`config.mk`:
```
export PLATFORM = sky130hd
export DESIGN_NAME = letter_scan_ctrl
export DESIGN_NICKNAME = d
export VERILOG_FILES = /design/src/rtl/letter_scan_pkg.sv /design/src/rtl/letter_scan_ctrl_sat_counter.sv /design/src/rtl/letter_scan_ctrl.sv
export SDC_FILE = /design/constraint.sdc
export NUM_CORES = 1
export LEC_CHECK = 0
export ABC_AREA = 0
export BUFFER_PORTS_ARGS = -buffer_cell sky130_fd_sc_hd__buf_2
export CAP_MARGIN = 10
export CORE_MARGIN = 8
export CORE_UTILIZATION = 47
export DETAILED_ROUTE_END_ITERATION = 10
export GPL_TIMING_DRIVEN = 0
export PLACE_DENSITY_LB_ADDON = 0.12
export SETUP_SLACK_MARGIN = 0.5
export SYNTH_ARGS = -nofsm -noshare
export SYNTH_HDL_FRONTEND = slang
export SYNTH_SLANG_ARGS = --single-unit
```
`constraint.sdc`:
```
create_clock -name clk -period 1.9 [get_ports clk]
set_input_delay 0.095 -clock clk [delete_from_list [all_inputs] [get_ports clk]]
set_output_delay 0.095 -clock clk [all_outputs]
set_load 0.01 [all_outputs]
```
`src/rtl/letter_scan_pkg.sv`:
```
// Shared types and constants for the letter scan controller.
package letter_scan_pkg;

  typedef enum logic [2:0] {
    IDLE  = 3'd0,
    ISSUE = 3'd1,
    WAIT  = 3'd2,
    CHECK = 3'd3,
    DONE  = 3'd4
  } scan_state_t;

  localparam int NUL_CHAR = 0;

endpackage

```
`src/rtl/letter_scan_ctrl_sat_counter.sv`:
```
// Saturating match counter with a sticky overflow flag.
// Clear wins over increment; an increment at the maximum only raises overflow.
module sat_counter
  import letter_scan_pkg::*;
#(
  parameter int CNT_W = 8
) (
  input  logic             clk,
  input  logic             rst,
  input  logic             clear,
  input  logic             inc,
  output logic [CNT_W-1:0] value,
  output logic             overflow
);

  localparam logic [CNT_W-1:0] CNT_MAX = {CNT_W{1'b1}};
  localparam logic [CNT_W-1:0] CNT_ONE = CNT_W'(1);

  // Counter value and sticky overflow
  always_ff @(posedge clk or posedge rst) begin
    if (rst) begin
      value    <= {CNT_W{1'b0}};
      overflow <= 1'b0;
    end else if (clear) begin
      value    <= {CNT_W{1'b0}};
      overflow <= 1'b0;
    end else if (inc) begin
      if (value == CNT_MAX) begin
        overflow <= 1'b1;
      end else begin
        value <= value + CNT_ONE;
      end
    end else begin
      value    <= value;
      overflow <= overflow;
    end
  end

endmodule

```
`src/rtl/letter_scan_ctrl.sv`:
```
// Sequences one ROM scan: reads words one at a time, compares each against a
// latched letter and counts matches, with a start/busy/done handshake.
module letter_scan_ctrl
  import letter_scan_pkg::*;
#(
  parameter int DATA_W      = 8,
  parameter int ADDR_W      = 8,
  parameter int DEPTH       = 256,
  parameter int CNT_W       = 8,
  parameter int STOP_ON_NUL = 1
) (
  input  logic              clk,
  input  logic              rst,
  input  logic              start,
  input  logic [DATA_W-1:0] letter,
  output logic              busy,
  output logic              done,
  output logic [CNT_W-1:0]  count,
  output logic              overflow,
  output logic [ADDR_W-1:0] rom_addr,
  output logic              rom_rd,
  input  logic [DATA_W-1:0] rom_q
);

  localparam logic [ADDR_W-1:0] LAST_ADDR = ADDR_W'(DEPTH - 1);
  localparam logic [ADDR_W-1:0] ADDR_ONE  = ADDR_W'(1);
  localparam logic [DATA_W-1:0] NUL_WORD  = DATA_W'(NUL_CHAR);

  scan_state_t       state_r;
  scan_state_t       state_nxt_s;
  logic [DATA_W-1:0] letter_r;
  logic [DATA_W-1:0] letter_nxt_s;
  logic [ADDR_W-1:0] addr_nxt_s;
  logic              rd_nxt_s;
  logic              busy_nxt_s;
  logic              done_nxt_s;
  logic              cnt_clr_s;
  logic              cnt_inc_s;

  // State register plus registered handshake and ROM interface outputs
  always_ff @(posedge clk or posedge rst) begin
    if (rst) begin
      state_r  <= IDLE;
      letter_r <= {DATA_W{1'b0}};
      rom_addr <= {ADDR_W{1'b0}};
      rom_rd   <= 1'b0;
      busy     <= 1'b0;
      done     <= 1'b0;
    end else begin
      state_r  <= state_nxt_s;
      letter_r <= letter_nxt_s;
      rom_addr <= addr_nxt_s;
      rom_rd   <= rd_nxt_s;
      busy     <= busy_nxt_s;
      done     <= done_nxt_s;
    end
  end

  // Next-state and next-output decode; done lands one cycle after DONE
  always_comb begin
    state_nxt_s  = state_r;
    letter_nxt_s = letter_r;
    addr_nxt_s   = rom_addr;
    rd_nxt_s     = 1'b0;
    done_nxt_s   = 1'b0;
    cnt_clr_s    = 1'b0;
    cnt_inc_s    = 1'b0;
    case (state_r)
      IDLE: begin
        // busy still high here means the done pulse is showing: ignore start
        if (start && !busy) begin
          letter_nxt_s = letter;
          cnt_clr_s    = 1'b1;
          addr_nxt_s   = {ADDR_W{1'b0}};
          if (letter == NUL_WORD) begin
            state_nxt_s = DONE;
          end else begin
            state_nxt_s = ISSUE;
            rd_nxt_s    = 1'b1;
          end
        end else begin
          state_nxt_s = IDLE;
        end
      end
      ISSUE: begin
        state_nxt_s = WAIT;
      end
      WAIT: begin
        state_nxt_s = CHECK;
      end
      CHECK: begin
        if ((STOP_ON_NUL != 0) && (rom_q == NUL_WORD)) begin
          state_nxt_s = DONE;
        end else begin
          cnt_inc_s = (rom_q == letter_r);
          if (rom_addr == LAST_ADDR) begin
            state_nxt_s = DONE;
          end else begin
            addr_nxt_s  = rom_addr + ADDR_ONE;
            rd_nxt_s    = 1'b1;
            state_nxt_s = ISSUE;
          end
        end
      end
      DONE: begin
        state_nxt_s = IDLE;
        done_nxt_s  = 1'b1;
      end
      default: begin
        state_nxt_s = IDLE;
      end
    endcase
    busy_nxt_s = (state_nxt_s != IDLE) || (state_r == DONE);
  end

  sat_counter #(
    .CNT_W (CNT_W)
  ) u_count (
    .clk      (clk),
    .rst      (rst),
    .clear    (cnt_clr_s),
    .inc      (cnt_inc_s),
    .value    (count),
    .overflow (overflow)
  );

endmodule

```
==> results of run 1 <==
-- what timing repair did --
| action | 4_1_cts | 5_1_grt |
|---|---|---|
| gates resized for setup | 17 | 31 |
| hold endpoints to repair | 8 | 9 |
| hold buffers | 8 | 1 |
| setup buffers | 12 | 8 |
| endpoints found under the setup margin | 29 | 29 |
| pin swaps | 22 | 24 |
| gates cloned | 0 | 1 |
-- per-stage QoR --
| stage | cells | setup TNS (ps) | cell area [µm²] |
|---|---|---|---|
| floorplan | 169 | 0 | 1624 |
| global placement | 253 | 0 | 1872 |
| detailed placement | 253 | 0 | 1872 |
| CTS | 281 | 0 | 2188 |
| global route | 292 | -499.8 | 2401 |
| finish | 292 | -40.61 | 2401 |
-- cell usage in the layout (no fill, tap or decap), types with 3 or more instances in the layout --
cell / netlist / layout
buf_2: 0 / 38
nand2_1: 40 / 28
dfrtp_1: 31 / 28
buf_4: 0 / 17
xor2_1: 12 / 12
nand2_2: 0 / 11
dlygate4sd3_1: 0 / 9
nor2_1: 12 / 8
buf_6: 2 / 7
nand4_1: 6 / 6
a21oi_1: 8 / 6
clkbuf_4: 0 / 5
and3_1: 4 / 3
nor4_2: 1 / 3
nand3_2: 1 / 3
inv_1: 3 / 3
o31ai_1: 4 / 3
dfrtp_2: 0 / 3
-- path summary, 6_finish.rpt --
kind,startpoint,end,slack [ps],depth (start not counted)
min reg2reg,u_count.overflow,u_count.overflow,500,1
min,start,letter_r[1],210,5
max reg2reg,letter_r[2],u_count.value[2],-40,6
min in group asynchronous,rst,u_count.value[3],330,3
max,letter_r[2],u_count.value[2],-40,6
max in group asynchronous,rst,state_r[0],1090,4
-- registers in the layout, indices dropped and copies added, names as in the netlist --
signal / cells
rom_addr: 8
done: 1
busy: 1
u_count.value: 8
rom_rd: 1
state_r: 3
u_count.overflow: 1
letter_r: 8
-- critical path, delay by kind of cell, from the launching register on --
family / cells / cell delay [ps]
AOI/OAI and AO/OA: 1 / 130
buffers and inverters: 1 / 180
DFF: 1 / 420
xor gates and xnor gates: 1 / 160
and+or+nand+nor: 3 / 980
-- cells by family (layout without fill, tap and decap cells) --
kind of cell,Yosys count,after routing,share of synthesized area [%]
AND/OR/NAND/NOR,89,89,28.69
buffers and inverters,9,86,3.066
multiplexers,2,2,1.258
XOR/XNOR,13,13,7.154
AO/OA/AOI/OAI,23,23,9.514
adder cells (fa/ha/maj),2,2,1.572
flip-flops,31,31,48.74
-- power breakdown --
group | switching (mW) | leakage [nW] | internal, mW
Combinational | 0.463 | 0.700 | 0.473
Clock | 0.232 | 0.0482 | 0.311
Sequential | 0.189 | 0.403 | 0.835
Total | 0.885 | 1.15 | 1.62
-- final cells by class --
| cell class | count | area, µm² |
|---|---|---|
| clock buffers | 6 | 51.30 |
| fillers | 233 | 883.3 |
| flip-flops and latches | 31 | 779.5 |
| inverters | 3 | 11.26 |
| multi-input cells | 129 | 928.4 |
| clock inverters | 2 | 35.03 |
| well taps | 46 | 57.56 |
| repair buffers | 69 | 480.5 |
| plain buffers | 6 | 57.56 |
-- routing by layer --
metal	share of wire, %	routed length [µm]	track usage, %
met2	53	2367	27.73
met1	41	1814	17.21
met5	0	0	0
met4	1.3	59	5.543
met3	5.0	225	4.717
==> impl_metrics.json, run 1 <==
{
  "status": "finished, violations left",
  "violations": "negative setup slack",
  "via_count": 1578,
  "fmax_mhz": 515.8,
  "clkTransAtPathRegs_ps": 100,
  "dp_hpwl_um": 2790,
  "max-cap-violations": 0,
  "worst_slack_ps": -38.65,
  "synth.avg_cell_area_um2": 9.417,
  "yosysSeqAreaShare_pct": 48.74,
  "area_growth_pct": 50.86,
  "cts_sinks": 31,
  "peakVddDrop_mv": 0.7947,
  "startpoint_type": "register",
  "finalSetupViolations": 3,
  "drive_gt1_share_pct": 46.34,
  "antenna_found_initial": 0,
  "clockBufferDepth": 2,
  "fin_util_pct": 73.10,
  "routed_via_density": 5.404,
  "cp.arrival_ps": 2200,
  "ys_types": 34,
  "postSynth.asyncResetShare_pct": 100.0,
  "fin_crit_ps": 1939,
  "grt.overflow.total": 0,
  "ys_warn_count": 0,
  "routedWlPerCell_um": 15.30,
  "grtUsageTotal_pct": 15.67,
  "die_h_um": 74.19,
  "ant_nets": 0,
  "whs_ps": 206.7,
  "cpPeakStageDelay_ps": 420,
  "finClkSkew_ps": 4.771,
  "die_area_um2": 5504,
  "synthTopCellsByCount": "40 x nand2_1, 31 x dfrtp_1, 12 x nor2_1, 12 x xor2_1, 8 x a21oi_1",
  "power.total_mw": 2.504,
  "pre_cts_slack_ps": 23.99,
  "drc": 0,
  "crit_path_end_kind": "register",
  "synth_edf_count": 0,
  "hold_viol_final": 0,
  "synth.ff_latch_count": 31,
  "insertion_delay_ps": 330,
  "io_buffers": 38,
  "yosysTopAreaCellShare_pct": 48.74,
  "required_ps": 2160,
  "die_w_um": 74.19,
  "cp_cell_sequence": "xor2_1, nor4_2, nand3_2, buf_6, or4_4, a21oi_2",
  "worst_pin_slew_ps": 672.1,
  "ios": 39,
  "slew_violations": 0,
  "synthFlopType": "dfrtp_1",
  "first_pass_iters": 4,
  "grt_max_degree": 32,
  "floorplan.initialDensity_pct": 48.46,
  "power_density_nw_per_um2": 1043,
  "yosysTopAreaCell": "dfrtp_1",
  "rows": 21,
  "h-tree-depth": 2,
  "rsz0062_at_grt": "yes",
  "numCtsBuffers": 5,
  "mappedNetlistNets": 190,
  "drt_iter0_drc": 71,
  "place.gp.congestion": 0.8045,
  "cts_root_buf": "clkbuf_4",
  "diodes": 0,
  "final_nets": 266,
  "p_leak_nw": 1.152,
  "crit_fanout": 7,
  "synth_area_leaders": "dfrtp_1 49%, nand2_1 9.4%, xor2_1 6.6%, nor2_1 2.8%, a21oi_1 2.5%",
  "syn_area_um2": 1592,
  "fin_crit_sh_pct": 102.0,
  "grt_pass1_vias": 1546,
  "path_class": "register to register",
  "slew_headroom_pct": 54.82,
  "hp-class": "primary input to register",
  "synth_cells": 169,
  "wl_um": 4467,
  "grt_pass1_wl_um": 6741,
  "synth.most_common_cell": "nand2_1",
  "cts_tree": "yes",
  "crit_slowest_cell": "dfrtp_1",
  "placeableCoreArea_um2": 3284
}
(Power assumes the default switching activity.)
==> run 2, diff against run 1 <==
--- a/config.mk
+++ b/config.mk
@@ -10,10 +10,12 @@
 export CAP_MARGIN = 10
 export CORE_MARGIN = 8
 export CORE_UTILIZATION = 47
+export CTS_CLUSTER_SIZE = 16
 export DETAILED_ROUTE_END_ITERATION = 10
 export GPL_TIMING_DRIVEN = 0
 export PLACE_DENSITY_LB_ADDON = 0.12
 export SETUP_SLACK_MARGIN = 0.5
 export SYNTH_ARGS = -nofsm -noshare
 export SYNTH_HDL_FRONTEND = slang
+export SYNTH_HIERARCHICAL = 1
 export SYNTH_SLANG_ARGS = --single-unit
==> impl_metrics.json, run 2 <==
{
  "fill_cells": 191,
  "finClkSkew_ps": 9.707,
  "slew_violations": 0,
  "ys_warn_count": 6,
  "insertion_delay_ps": 340,
  "io_buffers": 38,
  "pre_cts_slack_ps": -248.6,
  "postSynth.asyncResetShare_pct": 100.0,
  "final_nets": 265,
  "crit_fanout": 3,
  "clockBufferDepth": 2,
  "grt_pass1_wl_um": 7693,
  "mappedNetlistNets": 189,
  "cp_cell_sequence": "nand3b_1, o21bai_4, buf_6, nor3_4, nand4_1, or4_4, a21oi_2",
  "post_dp_cell_area_um2": 1977,
  "finalSetupViolations": 0,
  "synth_cells": 168,
  "placeableCoreArea_um2": 3337,
  "final_common_cell": "buf_2",
  "startpoint_type": "register",
  "design_area_um2": 2628,
  "synth.avg_cell_area_um2": 9.719,
  "required_ps": 2170,
  "cts_root_buf": "clkbuf_4",
  "die_w_um": 74.94,
  "diodes": 0,
  "routed_via_density": 5.739,
  "path_class": "register to register",
  "die_area_um2": 5616,
  "via_count": 1670,
  "slew_headroom_pct": 42.54,
  "routedWlPerCell_um": 18.04,
  "drt_iter0_drc": 103,
  "place.gp.congestion": 0.8751,
  "rsz0062_at_grt": "yes",
  "synthTopCellsByCount": "31 x dfrtp_1, 30 x nand2_1, 8 x xnor2_1",
  "antenna_found_initial": 0,
  "whs_ps": 119.6,
  "fmax_mhz": 527.7,
  "power_density_nw_per_um2": 1065,
  "status": "finished, final reports clean",
  "grt_pass1_vias": 1619,
  "synth.most_common_cell": "dfrtp_1",
  "peakVddDrop_mv": 0.6775,
  "cpPeakStageDelay_ps": 450,
  "synth_edf_count": 0,
  "cp.arrival_ps": 2170,
  "synthFlopType": "dfrtp_1",
  "max-cap-violations": 0,
  "synth.ff_latch_count": 31,
  "grt.overflow.total": 0,
  "die_h_um": 74.94,
  "first_pass_iters": 4,
  "area_growth_pct": 60.92,
  "p_leak_nw": 1.154,
  "crit_path_end_kind": "register",
  "ant_nets": 0,
  "setup_tns_ps": 0,
  "cts_sinks": 31,
  "yosysSeqAreaShare_pct": 47.51,
  "drive_gt1_share_pct": 53.88,
  "wl_um": 5250,
  "cts_tree": "yes",
  "hp-class": "primary input to register",
  "r2r_slack_ps": 5,
  "worst_slack_ps": 5.014,
  "h-tree-depth": 2,
  "yosysTopAreaCellShare_pct": 47.51,
  "grtUsageTotal_pct": 17.74,
  "final_cell_mix": "39 x buf_2, 29 x dfrtp_1, 14 x nand2_2, 14 x nand2_1, 13 x buf_6",
  "critical-path-top-delay-family": "simple AND/OR/NAND/NOR gates",
  "largestRegisters": "letter_r: 8 flops, rom_addr: 8 flops, u_count/value: 8 flops",
  "ios": 39,
  "clkTransAtPathRegs_ps": 110,
  "synth_area_leaders": "dfrtp_1 48%, nand2_1 6.9%, xnor2_1 4.3%, nand4_1 2.3%, nand2b_1 1.9%",
  "floorplan.initialDensity_pct": 48.93,
  "yosysTopAreaCell": "dfrtp_1",
  "fin_crit_ps": 1895,
  "dp_hpwl_um": 2931,
  "ys_types": 46,
  "hold_viol_final": 0,
  "fin_crit_sh_pct": 99.74,
  "numCtsBuffers": 5,
  "drc": 0,
  "syn_area_um2": 1633,
  "rows": 21,
  "crit_slowest_cell": "or4_4",
  "grt_max_degree": 23,
  "worst_pin_slew_ps": 861.0,
  "path_buf_inv": 1
}
## run 2: changes by cell type in the layout (fill, tap and decap cells not counted), sizes merged, moves of 5 or more
| cell | delta |
|---|---|
| inv | +5 |
| nand2 | -10 |
| nand2b | +5 |
| nor2 | -5 |
| xnor2 | +7 |
| xor2 | -12 |
## run 2: worst register-to-register path, cell delays in order (launching register included)
cell	delay, ps
dfrtp_1	410
nand3b_1	180
o21bai_4	190
buf_6	130
nor3_4	150
nand4_1	180
or4_4	450
a21oi_2	130
## run 2: report_power, final
part / internal [mW] / total (mW) / switching [mW]
Sequential: 0.869 / 1.14 / 0.267
Combinational: 0.632 / 1.21 / 0.573
Clock: 0.218 / 0.456 / 0.238
## run 2: final cells by class
class / count / area (µm²) / share of cell area [%]
Buffer: 7 / 90.09 / 3.429
Clock buffer: 8 / 68.82 / 2.619
Inverter: 8 / 32.53 / 1.238
Multi-Input combinational cell: 122 / 1074 / 40.86
Sequential cell: 31 / 778.2 / 29.62
Tap cell: 46 / 57.56 / 2.190
Timing Repair Buffer: 69 / 526.8 / 20.05
## run 2: what timing repair did
| item | CTS | global route |
|---|---|---|
| resized for setup | 23 | 45 |
| endpoints found under the hold margin | 39 | 0 |
| pin swaps | 6 | 23 |
| gates cloned | 1 | 0 |
| hold buffers | 9 | 0 |
| setup endpoints to repair | 28 | 28 |
| setup buffers | 17 | 4 |
## run 2: logic make-up after synthesis
family,after synthesis,synth area share (%)
adder cells (fa/ha/maj),2,1.532
AND/OR/NAND/NOR,75,24.29
XOR/XNOR,8,4.291
multiplexers,3,1.992
flip-flops,31,47.51
buffers and inverters,15,4.597
AO/OA/AOI/OAI,34,15.79
## run 2: final timing paths
kind | from | to | cells past startpoint
worst max-delay path | state_r[2] | u_count/value[7] | 7
worst min-delay path | start | busy | 4
worst max register to register | state_r[2] | u_count/value[7] | 7
worst min register to register | letter_r[2] | letter_r[2] | 2
max in group asynchronous | rst | rom_addr[0] | 3
min in group asynchronous | rst | u_count/value[5] | 3
## run 2: stage by stage
stage	power [mW]	instances	util (%)
global route	2.977	291	78.74
CTS	2.621	287	72.48
finish	2.799	291	78.74
global placement	1.944	252	59.24
floorplan	1.701	168	-
detailed placement	1.991	252	59.24
## run 2: per-layer routing
metal / up-vias / routed length, µm / track usage [%]
met5: - / 0 / 0
met4: 0 / 141 / 5.652
met3: 13 / 371 / 4.927
met2: 64 / 2729 / 30.81
met1: 830 / 2008 / 20.42
li1: 763 / - / -
==> run 3, diff against run 2 <==
--- a/config.mk
+++ b/config.mk
@@ -14,7 +14,7 @@
 export DETAILED_ROUTE_END_ITERATION = 10
 export GPL_TIMING_DRIVEN = 0
 export PLACE_DENSITY_LB_ADDON = 0.12
-export SETUP_SLACK_MARGIN = 0.5
+export SETUP_SLACK_MARGIN = 0.1
 export SYNTH_ARGS = -nofsm -noshare
 export SYNTH_HDL_FRONTEND = slang
 export SYNTH_HIERARCHICAL = 1
==> impl_metrics.json, run 3 (synthesized netlist as in run 2, its figures left out) <==
{
  "startpoint_type": "register",
  "power.total_mw": 2.454,
  "cts_tree": "yes",
  "rows": 21,
  "area_growth_pct": 42.68,
  "clockBufferDepth": 2,
  "grt.overflow.total": 0,
  "antenna_found_initial": 0,
  "grt_max_degree": 23,
  "hp-class": "primary input to register",
  "placeableCoreArea_um2": 3337,
  "peakVddDrop_mv": 0.7093,
  "fin_util_pct": 69.82,
  "p_leak_nw": 1.073,
  "routedWlPerCell_um": 15.89,
  "final_common_cell": "buf_2",
  "largestRegisters": "letter_r: 8 flops, rom_addr: 8 flops, u_count/value: 8 flops",
  "violations": "negative setup slack",
  "rsz0062_at_grt": "yes",
  "fin_crit_ps": 1930,
  "worstSetupStartpoint": "state_r[2]",
  "required_ps": 2170,
  "routed_via_density": 5.537,
  "ant_nets": 0,
  "die_area_um2": 5616,
  "clkTransAtPathRegs_ps": 100,
  "crit_path_end_kind": "register",
  "ios": 39,
  "cts_root_buf": "clkbuf_4",
  "hold_viol_final": 0,
  "path_class": "register to register",
  "grtUsageTotal_pct": 16.54,
  "insertion_delay_ps": 340,
  "crit_fanout": 3,
  "io_buffers": 38,
  "numCtsBuffers": 5,
  "finalSetupViolations": 1,
  "cp.arrival_ps": 2200,
  "wl_um": 4530,
  "grt_pass1_wl_um": 7079,
  "fmax_mhz": 518.2,
  "dp_hpwl_um": 2988,
  "first_pass_iters": 4,
  "via_count": 1578,
  "place.gp.congestion": 0.8062,
  "setup_tns_ps": -29.65,
  "fill_cells": 275,
  "floorplan.initialDensity_pct": 48.93,
  "drt_iter0_drc": 122,
  "worst_slack_ps": -29.65,
  "final_cell_mix": "40 x buf_2, 31 x dfrtp_1, 30 x nand2_1",
  "slew_violations": 0,
  "grt_pass1_vias": 1564,
  "finClkSkew_ps": 12.54,
  "h-tree-depth": 2,
  "drc": 0,
  "die_h_um": 74.94,
  "final_nets": 259,
  "cts_sinks": 31,
  "worst_pin_slew_ps": 837.2,
  "slew_headroom_pct": 44.13,
  "fin_crit_sh_pct": 101.6,
  "max-cap-violations": 0,
  "hp-start": "start",
  "diodes": 0,
  "power_density_nw_per_um2": 1053,
  "die_w_um": 74.94,
  "drive_gt1_share_pct": 41.42,
  "status": "finished, violations left",
  "r2r_start": "state_r[2]"
}
## run 3: through the flow
stage               std cells  instance area, µm²  hold WS, ps  worst slack, ps
finish                    285                2330        120.2           -29.65
detailed placement        252                1929        79.96           -177.9
CTS                       279                2183        110.7            44.11
floorplan                 168                1682       -77.08            40.46
global route              285                2330        148.0           -91.83
global placement          252                1929        74.02           -135.1
## run 3: worst paths after layout
path / to / slack [ps] / cells after the start
hold / removal: busy / 120 / 4
setup reg to reg: u_count/value[7] / -30 / 7
min in group asynchronous: u_count/value[2] / 270 / 3
hold reg to reg: letter_r[2] / 510 / 2
setup / recovery: u_count/value[7] / -30 / 7
max in group asynchronous: done / 910 / 3
## run 3: repair_timing
item,4_1_cts,5_1_grt
hold buffers,9,0
setup buffers,10,6
endpoints found under the hold margin,39,0
pin swaps,3,5
resized for setup,6,21
endpoints found under the setup margin,7,15
## run 3: critical path, cell delays in order (launching register included)
cell and delay (ps):
dfrtp_1 410, nand3b_1 210, o21bai_4 210, buf_6 130
nor3_4 150, nand4_1 170, or4_4 450, a21oi_2 130
## run 3: layer usage
| layer | track usage (%) | vias to the layer above | share of wire (%) |
|---|---|---|---|
| met5 | 0 | - | 0 |
| met4 | 8.913 | 0 | 1.9 |
| met3 | 3.728 | 7 | 5.1 |
| met2 | 28.21 | 47 | 52 |
| met1 | 18.63 | 778 | 41 |
| li1 | - | 746 | - |
## run 3: power by group
group | total [mW] | switching (mW) | internal (mW)
clock network | 0.376 | 0.232 | 0.144
logic | 0.990 | 0.490 | 0.500
registers | 1.09 | 0.222 | 0.866
## run 3: layout make-up
type                       instances  area (µm²)  area share (%)
inverter                           8       35.03           1.504
multi-input combinational        122       919.6           39.47
tap                               46       57.56           2.470
sequential                        31       775.7           33.30
timing repair buffer              63       411.6           17.67
buffer                             7       80.08           3.437
clock buffer                       7       45.04           1.933
clock inverter                     1       5.005          0.2148
